## src/rtl/awg_pkg.sv

```systemverilog
// Shared types and constants for the AWG phase-accumulator waveform generator.
package awg_pkg;

  localparam int PHASE_W_DEF = 32;
  localparam int DAC_W_DEF   = 14;

  localparam logic [DAC_W_DEF-1:0] MIDSCALE = 14'h2000;

  typedef enum logic [1:0] {
    WAVE_SAW  = 2'd0,
    WAVE_TRI  = 2'd1,
    WAVE_SQR  = 2'd2,
    WAVE_HOLD = 2'd3
  } wave_e;

  typedef enum logic [1:0] {
    IDLE = 2'd0,
    RUN  = 2'd1,
    PEND = 2'd2
  } state_e;

endpackage

```

## src/rtl/awg_wave_map.sv

```systemverilog
// Registered phase-to-sample mapper: one clock from truncated phase to offset-binary DAC code.
module awg_wave_map
  import awg_pkg::*;
#(
  parameter int DAC_W = DAC_W_DEF
) (
  input  logic             clk,
  input  logic             rst,
  input  logic             en,
  input  logic [DAC_W-1:0] p,
  input  wave_e            wave,
  input  logic [7:0]       duty,
  output logic [DAC_W-1:0] da_data,
  output logic             da_valid
);

  localparam logic [DAC_W-1:0] MID = {1'b1, {(DAC_W-1){1'b0}}};

  // Square compares the top 8 phase bits against duty, so duty 0 never goes high.
  function automatic logic [DAC_W-1:0] map_sample(input logic [DAC_W-1:0] ph,
                                                  input wave_e          wv,
                                                  input logic [7:0]     dt);
    logic [DAC_W-1:0] tri_up;
    tri_up = {ph[DAC_W-2:0], 1'b0};
    case (wv)
      WAVE_SAW: map_sample = ph;
      WAVE_TRI: map_sample = ph[DAC_W-1] ? ~tri_up : tri_up;
      WAVE_SQR: map_sample = (ph[DAC_W-1 -: 8] < dt) ? {DAC_W{1'b1}} : {DAC_W{1'b0}};
      default:  map_sample = MID;
    endcase
  endfunction

  logic [DAC_W-1:0] sample_p0;

  always_comb begin
    sample_p0 = MID;
    if (en) sample_p0 = map_sample(p, wave, duty);
  end

  // p0 -> p1: sample register feeding the DAC output register
  always_ff @(posedge clk or posedge rst) begin
    if (rst) begin
      da_data  <= MID;
      da_valid <= 1'b0;
    end else begin
      da_data  <= sample_p0;
      da_valid <= en;
    end
  end

endmodule

```

## src/rtl/awg_wave_gen.sv

```systemverilog
// Phase-accumulator waveform generator; config changes are deferred to a phase wrap.
module awg_wave_gen
  import awg_pkg::*;
#(
  parameter int PHASE_W = PHASE_W_DEF,
  parameter int DAC_W   = DAC_W_DEF
) (
  input  logic               clk,
  input  logic               rst,
  input  logic               en,
  input  logic               cfg_valid,
  output logic               cfg_ready,
  input  logic [PHASE_W-1:0] cfg_ftw,
  input  logic [1:0]         cfg_wave,
  input  logic [7:0]         cfg_duty,
  output logic [DAC_W-1:0]   da_data,
  output logic               da_valid,
  output logic               wrap
);

  state_e             state_q, state_d;
  logic [PHASE_W-1:0] phase_p0;
  logic [PHASE_W:0]   sum_p0;
  logic               carry_p0;
  logic               carry_p1;

  logic [PHASE_W-1:0] act_ftw;
  wave_e              act_wave;
  logic [7:0]         act_duty;
  logic [PHASE_W-1:0] pend_ftw;
  wave_e              pend_wave;
  logic [7:0]         pend_duty;

  logic cfg_acc;
  logic load_act;
  logic act_from_pend;
  logic load_pend;

  assign cfg_ready = (state_q != PEND);
  assign cfg_acc   = cfg_valid && cfg_ready;
  assign sum_p0    = {1'b0, phase_p0} + {1'b0, act_ftw};
  assign carry_p0  = sum_p0[PHASE_W];

  // A cfg accepted in RUN always waits for a later carry, even if one happens on the accepting edge.
  always_comb begin
    state_d       = state_q;
    load_act      = 1'b0;
    act_from_pend = 1'b0;
    load_pend     = 1'b0;
    if (!en) begin
      state_d = IDLE;
      if (state_q == PEND) act_from_pend = 1'b1;
      else if (cfg_acc)    load_act      = 1'b1;
    end else begin
      case (state_q)
        IDLE: begin
          state_d = RUN;
          if (cfg_acc) load_act = 1'b1;
        end
        RUN: begin
          if (cfg_acc) begin
            state_d   = PEND;
            load_pend = 1'b1;
          end
        end
        PEND: begin
          // With ftw 0 the accumulator never wraps, so release the pending cfg at once.
          if (carry_p0 || (act_ftw == '0)) begin
            state_d       = RUN;
            act_from_pend = 1'b1;
          end
        end
        default: state_d = IDLE;
      endcase
    end
  end

  always_ff @(posedge clk or posedge rst) begin
    if (rst) state_q <= IDLE;
    else     state_q <= state_d;
  end

  always_ff @(posedge clk or posedge rst) begin
    if (rst) begin
      act_ftw  <= '0;
      act_wave <= WAVE_SAW;
      act_duty <= 8'h80;
    end else if (act_from_pend) begin
      act_ftw  <= pend_ftw;
      act_wave <= pend_wave;
      act_duty <= pend_duty;
    end else if (load_act) begin
      act_ftw  <= cfg_ftw;
      act_wave <= wave_e'(cfg_wave);
      act_duty <= cfg_duty;
    end
  end

  always_ff @(posedge clk) begin
    if (load_pend) begin
      pend_ftw  <= cfg_ftw;
      pend_wave <= wave_e'(cfg_wave);
      pend_duty <= cfg_duty;
    end
  end

  // p0: phase accumulator; carry is delayed a stage so wrap lines up with the wrapped sample
  always_ff @(posedge clk or posedge rst) begin
    if (rst) begin
      phase_p0 <= '0;
      carry_p1 <= 1'b0;
      wrap     <= 1'b0;
    end else if (en) begin
      phase_p0 <= sum_p0[PHASE_W-1:0];
      carry_p1 <= carry_p0;
      wrap     <= carry_p1;
    end else begin
      phase_p0 <= '0;
      carry_p1 <= 1'b0;
      wrap     <= 1'b0;
    end
  end

  awg_wave_map #(
    .DAC_W(DAC_W)
  ) u_map (
    .clk     (clk),
    .rst     (rst),
    .en      (en),
    .p       (phase_p0[PHASE_W-1 -: DAC_W]),
    .wave    (act_wave),
    .duty    (act_duty),
    .da_data (da_data),
    .da_valid(da_valid)
  );

endmodule

```

## config.mk

```make
export PLATFORM = sky130hd
export DESIGN_NAME = awg_wave_gen
export DESIGN_NICKNAME = d
export VERILOG_FILES = /design/src/rtl/awg_pkg.sv /design/src/rtl/awg_wave_map.sv /design/src/rtl/awg_wave_gen.sv
export SDC_FILE = /design/constraint.sdc
export NUM_CORES = 1
export LEC_CHECK = 0
export CAP_MARGIN = 10
export CORE_MARGIN = 5
export CORE_UTILIZATION = 40
export DETAILED_ROUTE_END_ITERATION = 16
export GPL_TIMING_DRIVEN = 0
export HOLD_SLACK_MARGIN = 0.05
export SETUP_SLACK_MARGIN = 0.02
export SLEW_MARGIN = 20
export SYNTH_ARGS = -nofsm -noshare
export SYNTH_HDL_FRONTEND = slang
export SYNTH_SLANG_ARGS = --single-unit
```

## constraint.sdc

```tcl
create_clock -name clk -period 6.3 [get_ports clk]
set_input_delay 1.89 -clock clk [delete_from_list [all_inputs] [get_ports clk]]
set_output_delay 1.89 -clock clk [all_outputs]
set_load 0.01 [all_outputs]
```

==> results_dict.tcl <==
set metrics [dict create \
    synth-main-ff-cell "dfrtp_1" \
    hold_viol_final 0 \
    p_total_mw 4.02 \
    worst_pin_slew_ns 0.645 \
    start_util_pct 40.3 \
    nNetsFinal 798 \
    setup_tns_ns 0 \
    fin_crit_sh_pct 63.1 \
    finalSetupViolations 0 \
    io_buffers 62 \
    drc 0 \
    cp.arrival_ns 4.27 \
    worstPathCellList "clkdlybuf4s50_1 -> nand2_1 -> nand3_1 -> dlygate4sd1_1 -> mux2_2 -> mux2_4" \
    syn_area_um2 7470 \
    p_leak_nw 3.80 \
    worstHoldPathType "reg -> reg" \
    slew_headroom_pct 57.0 \
    ys_warn_count 0 \
    netlist_instances 625 \
    drv_slew 0 \
    routabilityCongestion 0.827 \
    synth_top_cell_area_share_pct 30.5 \
    num_io_pins 63 \
    status "complete, no violations" \
    via_per_inst 5.34 \
    grt.total_usage_pct 16.4 \
    ys_top_cells_by_count "dfrtp_1 (91), nor2_1 (55), mux2_2 (44)" \
    drt_first_pass_iters 4 \
    yosysMostFrequentCell "dfrtp_1" \
    power_density_nw_per_um2 444 \
    die_h_um 147 \
    synth_edf_count 42 \
    grt_pass1_wl_um 28400 \
    worst_slack_ns 2.32 \
    drt_iter0_markers 248 \
    dieWidth_um 147 \
    clockRootBuffer "clkbuf_16" \
    wire_per_inst_um 17.6 \
    cts_sinks 135 \
    cts.clk_slew.worst_paths_ns 0.05 \
    cap_viol_max_count 0 \
    async_reset_ff_share_pct 68.9 \
    end_kind "flop" \
    antenna_found_initial 0 \
    insertion_delay_ns 0.41 \
    area_delta_synth_final_pct 21.4 \
    cts_max_level 4 \
    totalWireLength_um 16900 \
    cts_hold_buf 0 \
    synth_nets 711 \
    syn_area_per_cell_um2 12.0 \
    drt.antenna.violating_nets 0 \
    cp_max_fo 10 \
    vias 5117 \
    startpoint_type "input port" \
    synth_area_leaders "dfrtp_1 (30%), edfxtp_1 (17%), mux2_4 (8.0%)" \
    dieArea_um2 21500 \
    clockBufferDepth 2 \
    dp_slack_ns 1.91 \
    overflow 0 \
    worstPathRequired_ns 6.59 \
    fin_skew_ns 0.00992 \
    critPathSlowestCell "clkdlybuf4s50_1" \
    period_minus_slack_ns 3.98 \
    peakVddDrop_mv 0.238 \
    cts_tree "done" \
    ctsResizeCount 0 \
    ys_types 63 \
    cts_buffers 17 \
    grt_pass1_vias 5482 \
    grt_setup_unrepaired "no" \
    yosysSeqAreaShare_pct 48.1 \
    antenna_cells 0 \
    drive_gt1_share_pct 21.2 \
    ys_seq_elements 135 \
    place_hpwl_um 12800 \
    timing.hold.ws_ns 0.474 \
    coreArea_um2 18500 \
    fp-row-count 50 \
    post_cts_buffers 0 \
    fmax_mhz 251 \
    max_stage_delay_ns 0.66 \
    grt_max_degree 67 \
    yosysTopAreaCell "dfrtp_1" \
    crit_type "in -> reg" \
]
==> power by group <==
group | leakage (nW) | internal (mW) | switching [mW] | total, mW
combinational | 1.98 | 0.840 | 0.895 | 1.74
sequential | 1.53 | 1.12 | 0.157 | 1.28
clock | 0.291 | 0.644 | 0.370 | 1.01
total | 3.80 | 2.60 | 1.42 | 4.02
==> worst paths after layout <==
check / from / endpoint / slack, ns / cells past startpoint
max: en / act_ftw[21]$_DFFE_PP0P_ / 2.32 / 6
min: pend_ftw[15]$_DFFE_PP_ / act_ftw[15]$_DFFE_PP0P_ / 0.47 / 1
max reg2reg: act_ftw[21]$_DFFE_PP0P_ / act_duty[0]$_DFFE_PP0P_ / 3.36 / 10
min reg2reg: pend_ftw[15]$_DFFE_PP_ / act_ftw[15]$_DFFE_PP0P_ / 0.47 / 1
max in group asynchronous: rst / act_duty[7]$_DFFE_PP1P_ / 3.81 / 3
min in group asynchronous: rst / act_ftw[14]$_DFFE_PP0P_ / 1.82 / 2
==> cell usage in the layout (no fill, tap or decap), types with 17 or more instances in the layout <==
cell and instances:
ha_1 39, clkbuf_16 17, mux2_4 40, a21oi_1 32, edfxtp_1 42, clkdlybuf4s50_1 62, mux2_2 44, dfrtp_1 91
xnor2_1 24, nor2_1 55, nand2_1 22, o21ai_0 19
==> per-layer routing <==
layer  GRT usage, %  routed length [um]
met1           22.5                8200
met3           3.32                 585
met2           26.3                7950
met4           4.70                 173
met5              0                   0
==> per-stage QoR <==
stage	instance area, um2	utilization [%]	std cells
finish	9070	49.0	959
global route	9070	49.0	959
CTS	9070	49.0	959
detailed placement	8460	45.7	927
global placement	8380	45.3	921
floorplan	7470	-	625
==> sequential cells by signal (all words and copies together), names as in the netlist <==
name            flops
carry_p1            1
act_duty            8
wrap                1
pend_wave           2
act_wave            2
u_map.da_data      14
phase_p0           32
state_q             2
pend_duty           8
pend_ftw           32
u_map.da_valid      1
act_ftw            32
==> kinds of logic after synthesis <==
family | Yosys count | synth area share, %
xor gates and xnor gates | 35 | 4.10
DFF | 135 | 48.1
and+or+nand+nor | 158 | 10.8
buffers and inverters | 45 | 3.60
adders and majority gates | 40 | 6.80
AOI/OAI and AO/OA | 122 | 11.2
muxes | 90 | 15.5
==> layout make-up <==
class | instances | area, um2
inverter | 15 | 61.3
clock inverter | 11 | 149
clock buffer | 21 | 460
multi-input combinational | 445 | 3620
timing repair buffer | 68 | 686
sequential | 135 | 3590
buffer | 30 | 213
tap | 234 | 293
fill | 1652 | 9450
==> worst max-delay path: cells and delay by family <==
kind	cells	cell delay (ns)
AND/OR/NAND/NOR	2	0.41
buffers and inverters	2	1.28
multiplexers	2	0.68
No activity file was read; power rests on OpenSTA's default activity.
==> RTL edit 1, RTL diff (same flow settings) <==
Change the package constant `DAC_W_DEF` from 14 to 28.
--- a/src/rtl/awg_pkg.sv
+++ b/src/rtl/awg_pkg.sv
@@ -2,7 +2,7 @@
 package awg_pkg;
 
   localparam int PHASE_W_DEF = 32;
-  localparam int DAC_W_DEF   = 14;
+  localparam int DAC_W_DEF   = 28;
 
   localparam logic [DAC_W_DEF-1:0] MIDSCALE = 14'h2000;
 
Ports: changed (resized da_data); port bits go from 63 to 77. No check against the original RTL was run, so the function may have changed too.
==> RTL edit 1 against the unedited design <==
  * Non-clock buffer count up 23
  * Via count up 16%
  * Cell count up 17%
  * Largest cell class unchanged
  * Total power up 13%
  * Area after synthesis up 13%
  * Sequential cell count up 14
  * Setup slack worse by 0.13 ns
  * Routed wire length up 19%
  * Cell area up 12%
  * Synthesized cell count up 18%
==> RTL edit 1: results (changes against the unedited design) <==
stage,metric,value,unit,change
status,status,finished clean,,
synth,syn-num-nets,822,,+16%
worst_setup_path,crit_path_max_incr_delay,0.63,ns,-0.03 ns
synth,async_flop_share,71.8,%,+2.9 points
final_layout,instances_no_fill,1126,,+17%
detailed_routing,dr.first_iter.drc_count,302,,+22%
final_layout,drive_above_1_share,18.7,%,-2.6 points
synth,synthTopCellsByArea,"dfrtp_1 (31%), edfxtp_1 (15%), mux2_4 (7.1%), mux2_2 (6.0%), ha_1 (5.8%)",,
detailed_routing,dr.pass1.iters,5,,+1
timing,worst_clock_skew,0.00967,ns,-0.000252 ns
global_routing,grt_pass1_vias,5959,,+8.7%
detailed_routing,wirelength,20100,µm,+19%
timing,relSlewSlack,27.1,%,-30 points
synth,syn_inst,736,,+18%
global_routing,grtUsageMet2,25.0,%,-1.3 points
global_routing,grt_max_degree,68,,+1.5%
detailed_routing,via_per_inst,5.29,,-0.78%
place,dpl.hpwl,14800,µm,+16%
detailed_routing,met2_length,8830,µm,+11%
final_layout,fillers,1944,,+18%
synth,yosysSeqAreaShare,46.7,%,-1.4 points
place,io_buffers,76,,+23%
global_routing,grt_pass1_wl,32300,µm,+14%
global_routing,grt_util_met1,25.6,%,+3.1 points
worst_hold_path,worstHoldPathType,reg -> reg,,
pwr,power_leakage,4.27,nW,+12%
pwr,peakVddDrop,0.206,mV,-13%
final_layout,fin_nets,924,,+16%
detailed_routing,m1WireLength,9990,µm,+22%
place,gp_congestion,0.834,,+0.77%
global_routing,grt_use_total,17.1,%,+0.73 points
[RTL edit 1: changes by cell type in the layout (fill, tap and decap cells not counted), moves of 9 or more]
cell             unedited run  this run
o211ai_1                    0        27
nor2_1                     55        34
nand2_1                    22        63
or3_1                      14         1
nor3_1                      8        18
xnor2_1                    24        33
dfrtp_1                    91       105
nand3_1                     8        36
clkdlybuf4s50_1            62        76
[RTL edit 1: kinds of logic (layout without fill, tap and decap cells)]
family                     Yosys count  in the layout  share of synthesized area [%]
AOI/OAI and AO/OA                  155            155                           12.8
xor gates and xnor gates            39             39                           4.05
and+or+nand+nor                    203            203                           12.0
muxes                               94             94                           14.2
buffers and inverters               56            171                           4.27
adders and majority gates           40             40                           6.02
DFF                                149            149                           46.7
[RTL edit 1: report_power, final]
part           internal [mW]  switching, mW  leakage, nW
clock network          0.537          0.400        0.250
logic                   1.02           1.14         2.32
registers               1.24          0.201         1.71
[RTL edit 1: final cells by class]
| type | count | area (µm²) | share of cell area [%] |
|---|---|---|---|
| multi-input combinational | 531 | 4150 | 40.8 |
| sequential | 149 | 3940 | 38.8 |
| timing repair buffer | 83 | 841 | 8.27 |
| clock buffer | 21 | 440 | 4.33 |
| tap | 275 | 344 | 3.38 |
| buffer | 38 | 293 | 2.88 |
| clock inverter | 11 | 88.8 | 0.874 |
| inverter | 18 | 72.6 | 0.714 |
[RTL edit 1: worst max-delay path: cells and delay by family]
family | cells | cell delay [ns]
compound gates | 2 | 0.34
buf+inv | 4 | 2.22
[RTL edit 1: final timing paths]
path / from / to / slack [ns] / cells past startpoint
max in group asynchronous: rst / act_ftw[5]$_DFFE_PP0P_ / 3.76 / 3
worst min register to register: pend_ftw[30]$_DFFE_PP_ / act_ftw[30]$_DFFE_PP0P_ / 0.48 / 1
worst min-delay path: pend_ftw[30]$_DFFE_PP_ / act_ftw[30]$_DFFE_PP0P_ / 0.48 / 1
worst max register to register: act_ftw[0]$_DFFE_PP0P_ / act_ftw[12]$_DFFE_PP0P_ / 3.27 / 9
worst max-delay path: en / phase_p0[5]$_DFF_PP0_ / 2.19 / 6
min in group asynchronous: rst / u_map.da_data[24]$_DFF_PP0_ / 1.86 / 2
[RTL edit 1: per-stage QoR]
step / instance area (µm²) / setup WS [ns] / hold slack (ns)
6_report: 10200 / 2.19 / 0.476
5_1_grt: 10200 / 2.06 / 0.487
3_3_place_gp: 9550 / -2.33 / 0.456
2_1_floorplan: 8440 / 0.706 / 0.434
3_5_place_dp: 9640 / 1.75 / 0.465
4_1_cts: 10200 / 2.17 / 0.478
==> RTL edit 2, RTL diff (same flow settings) <==
Made on the original files. Re-encode `state_e` (3 states) as one-hot, 3 bits wide.
--- a/src/rtl/awg_pkg.sv
+++ b/src/rtl/awg_pkg.sv
@@ -13,10 +13,10 @@
     WAVE_HOLD = 2'd3
   } wave_e;
 
-  typedef enum logic [1:0] {
-    IDLE = 2'd0,
-    RUN  = 2'd1,
-    PEND = 2'd2
+  typedef enum logic [2:0] {
+    IDLE = 3'b001,
+    RUN  = 3'b010,
+    PEND = 3'b100
   } state_e;
 
 endpackage
Check against the original RTL: no difference found for any inputs over 4 cycles, from zero or initial values and one cycle with rst high; so few cycles prove little.
==> RTL edit 2 against the unedited design <==
  * Routed wire length grew 20%
  * Synthesized cell count grew 15%
  * Sequential cell count grew 1
  * Critical path depth shrank 1
  * Setup slack lost 0.58 ns
  * Area after synthesis grew 2.2%
  * Total power grew 1.3%
  * Cell area grew 1.9%
  * Die area grew 2.0%
  * Clock power grew 8%
  * Clock skew grew 0.0037 ns
==> RTL edit 2: results (changes against the unedited design) <==
stage,metric,value,unit,change
place,gp_congestion,0.877,,+6.0%
detailed_routing,wirelength,20300,µm,+20%
final_layout,fin_nets,888,,+11%
synth,ys_types,54,,-14%
timing,worst_clock_skew,0.0136,ns,+0.00371 ns
global_routing,grt_max_degree,54,,-19%
global_routing,grt_pass1_wl,32200,µm,+14%
synth,yosysSeqAreaShare,47.4,%,-0.67 points
worst_setup_path,reg2reg_setup_slack,2.59,ns,-0.77 ns
detailed_routing,dr.pass1.iters,5,,+1
worst_hold_path,worstHoldPathType,reg -> reg,,
place,dpl.hpwl,14700,µm,+15%
global_routing,grt_use_total,18.8,%,+2.4 points
global_routing,grt_pass1_vias,5838,,+6.5%
timing,min_period,4.56,ns,+0.584 ns
status,status,finished clean,,
pwr,power_leakage,3.87,nW,+1.8%
synth,synthTopCellsByArea,"dfrtp_1 (30%), edfxtp_1 (17%), o311ai_2 (8.5%), ha_1 (6.4%), o211ai_1 (4.2%)",,
final_layout,drive_above_1_share,10.7,%,-11 points
worst_setup_path,arrival,2.67,ns,-1.60 ns
place,place_area,8600,µm²,+1.7%
synth,synth_common_cells,"dfrtp_1 (91), nand2_1 (82), inv_1 (48)",,
place,dpl_worst_slack,1.93,ns,+0.0151 ns
clock_network,clk_pin_slew,0.07,ns,+0.02 ns
timing,relSlewSlack,44.8,%,-12 points
detailed_routing,dr.first_iter.drc_count,445,,+79%
pwr,peakVddDrop,0.202,mV,-15%
[RTL edit 2: cell count changes after synthesis, moves of 11 or more]
cell	change
nor2b_1	+15
or3_1	-11
nor2_1	-14
mux2_4	-40
o211ai_1	+43
inv_1	+34
a211oi_1	-11
mux2_2	-44
o311ai_2	+40
o31ai_1	+12
a21o_1	+11
nand2_1	+60
clkbuf_1	+27
[RTL edit 2: cell type report]
cell class | count | area [µm²]
timing repair buffer | 64 | 668
fill | 1683 | 9530
clock inverter | 12 | 203
multi-input combinational | 488 | 3630
tap | 234 | 293
buffer | 47 | 206
sequential | 136 | 3620
clock buffer | 20 | 437
inverter | 48 | 185
[RTL edit 2: worst paths after layout]
kind	startpoint	to	cells past startpoint
setup / recovery	state_q[1]$_DFFE_PP0P_	cfg_ready	5
hold / removal	carry_p1$_DFF_PP0_	wrap$_DFF_PP0_	1
setup reg to reg	act_ftw[0]$_DFFE_PP0P_	act_ftw[3]$_DFFE_PP0P_	11
hold reg to reg	carry_p1$_DFF_PP0_	wrap$_DFF_PP0_	1
max in group asynchronous	rst	u_map.da_data[13]$_DFF_PP1_	3
min in group asynchronous	rst	act_duty[3]$_DFFE_PP0P_	2
[RTL edit 2: logic make-up (layout without fill, tap and decap cells)]
| family | count (synthesis) | after routing | share of synthesized area, % |
|---|---|---|---|
| simple gates | 191 | 191 | 11.5 |
| xor+xnor | 34 | 34 | 3.90 |
| buf+inv | 95 | 191 | 5.07 |
| fa+ha+maj | 40 | 40 | 6.66 |
| flops | 136 | 136 | 47.4 |
| mux | 6 | 6 | 0.803 |
| compound gates | 217 | 217 | 24.7 |
[RTL edit 2: power breakdown]
part	leakage [nW]	internal (mW)	switching [mW]
logic	1.99	0.729	0.939
clock network	0.308	0.703	0.383
registers	1.57	1.14	0.181
total	3.87	2.57	1.50
[RTL edit 2: stage by stage]
stage | utilization (%) | total power [mW] | cells | hold slack (ns)
floorplan | - | 2.51 | 719 | 0.434
global placement | 45.5 | 2.94 | 1015 | 0.441
detailed placement | 45.8 | 2.98 | 1017 | 0.450
CTS | 49.2 | 4.09 | 1049 | 0.463
global route | 49.2 | 4.34 | 1049 | 0.467
finish | 49.2 | 4.07 | 1049 | 0.455
[RTL edit 2: worst max-delay path: stages, from the launching register on]
cell	delay (ns)
dfrtp_1	0.42
nand2b_1	0.20
nor2_1	0.64
clkbuf_1	0.43
inv_1	0.07
clkdlybuf4s50_1	0.48
[RTL edit 2: per-layer routing]
layer	wire (µm)	global-route usage, %	vias to the layer above
met5	0	0	-
met4	374	6.28	0
met3	863	3.56	28
met2	9150	28.2	162
met1	9880	27.5	2895
li1	-	-	2800
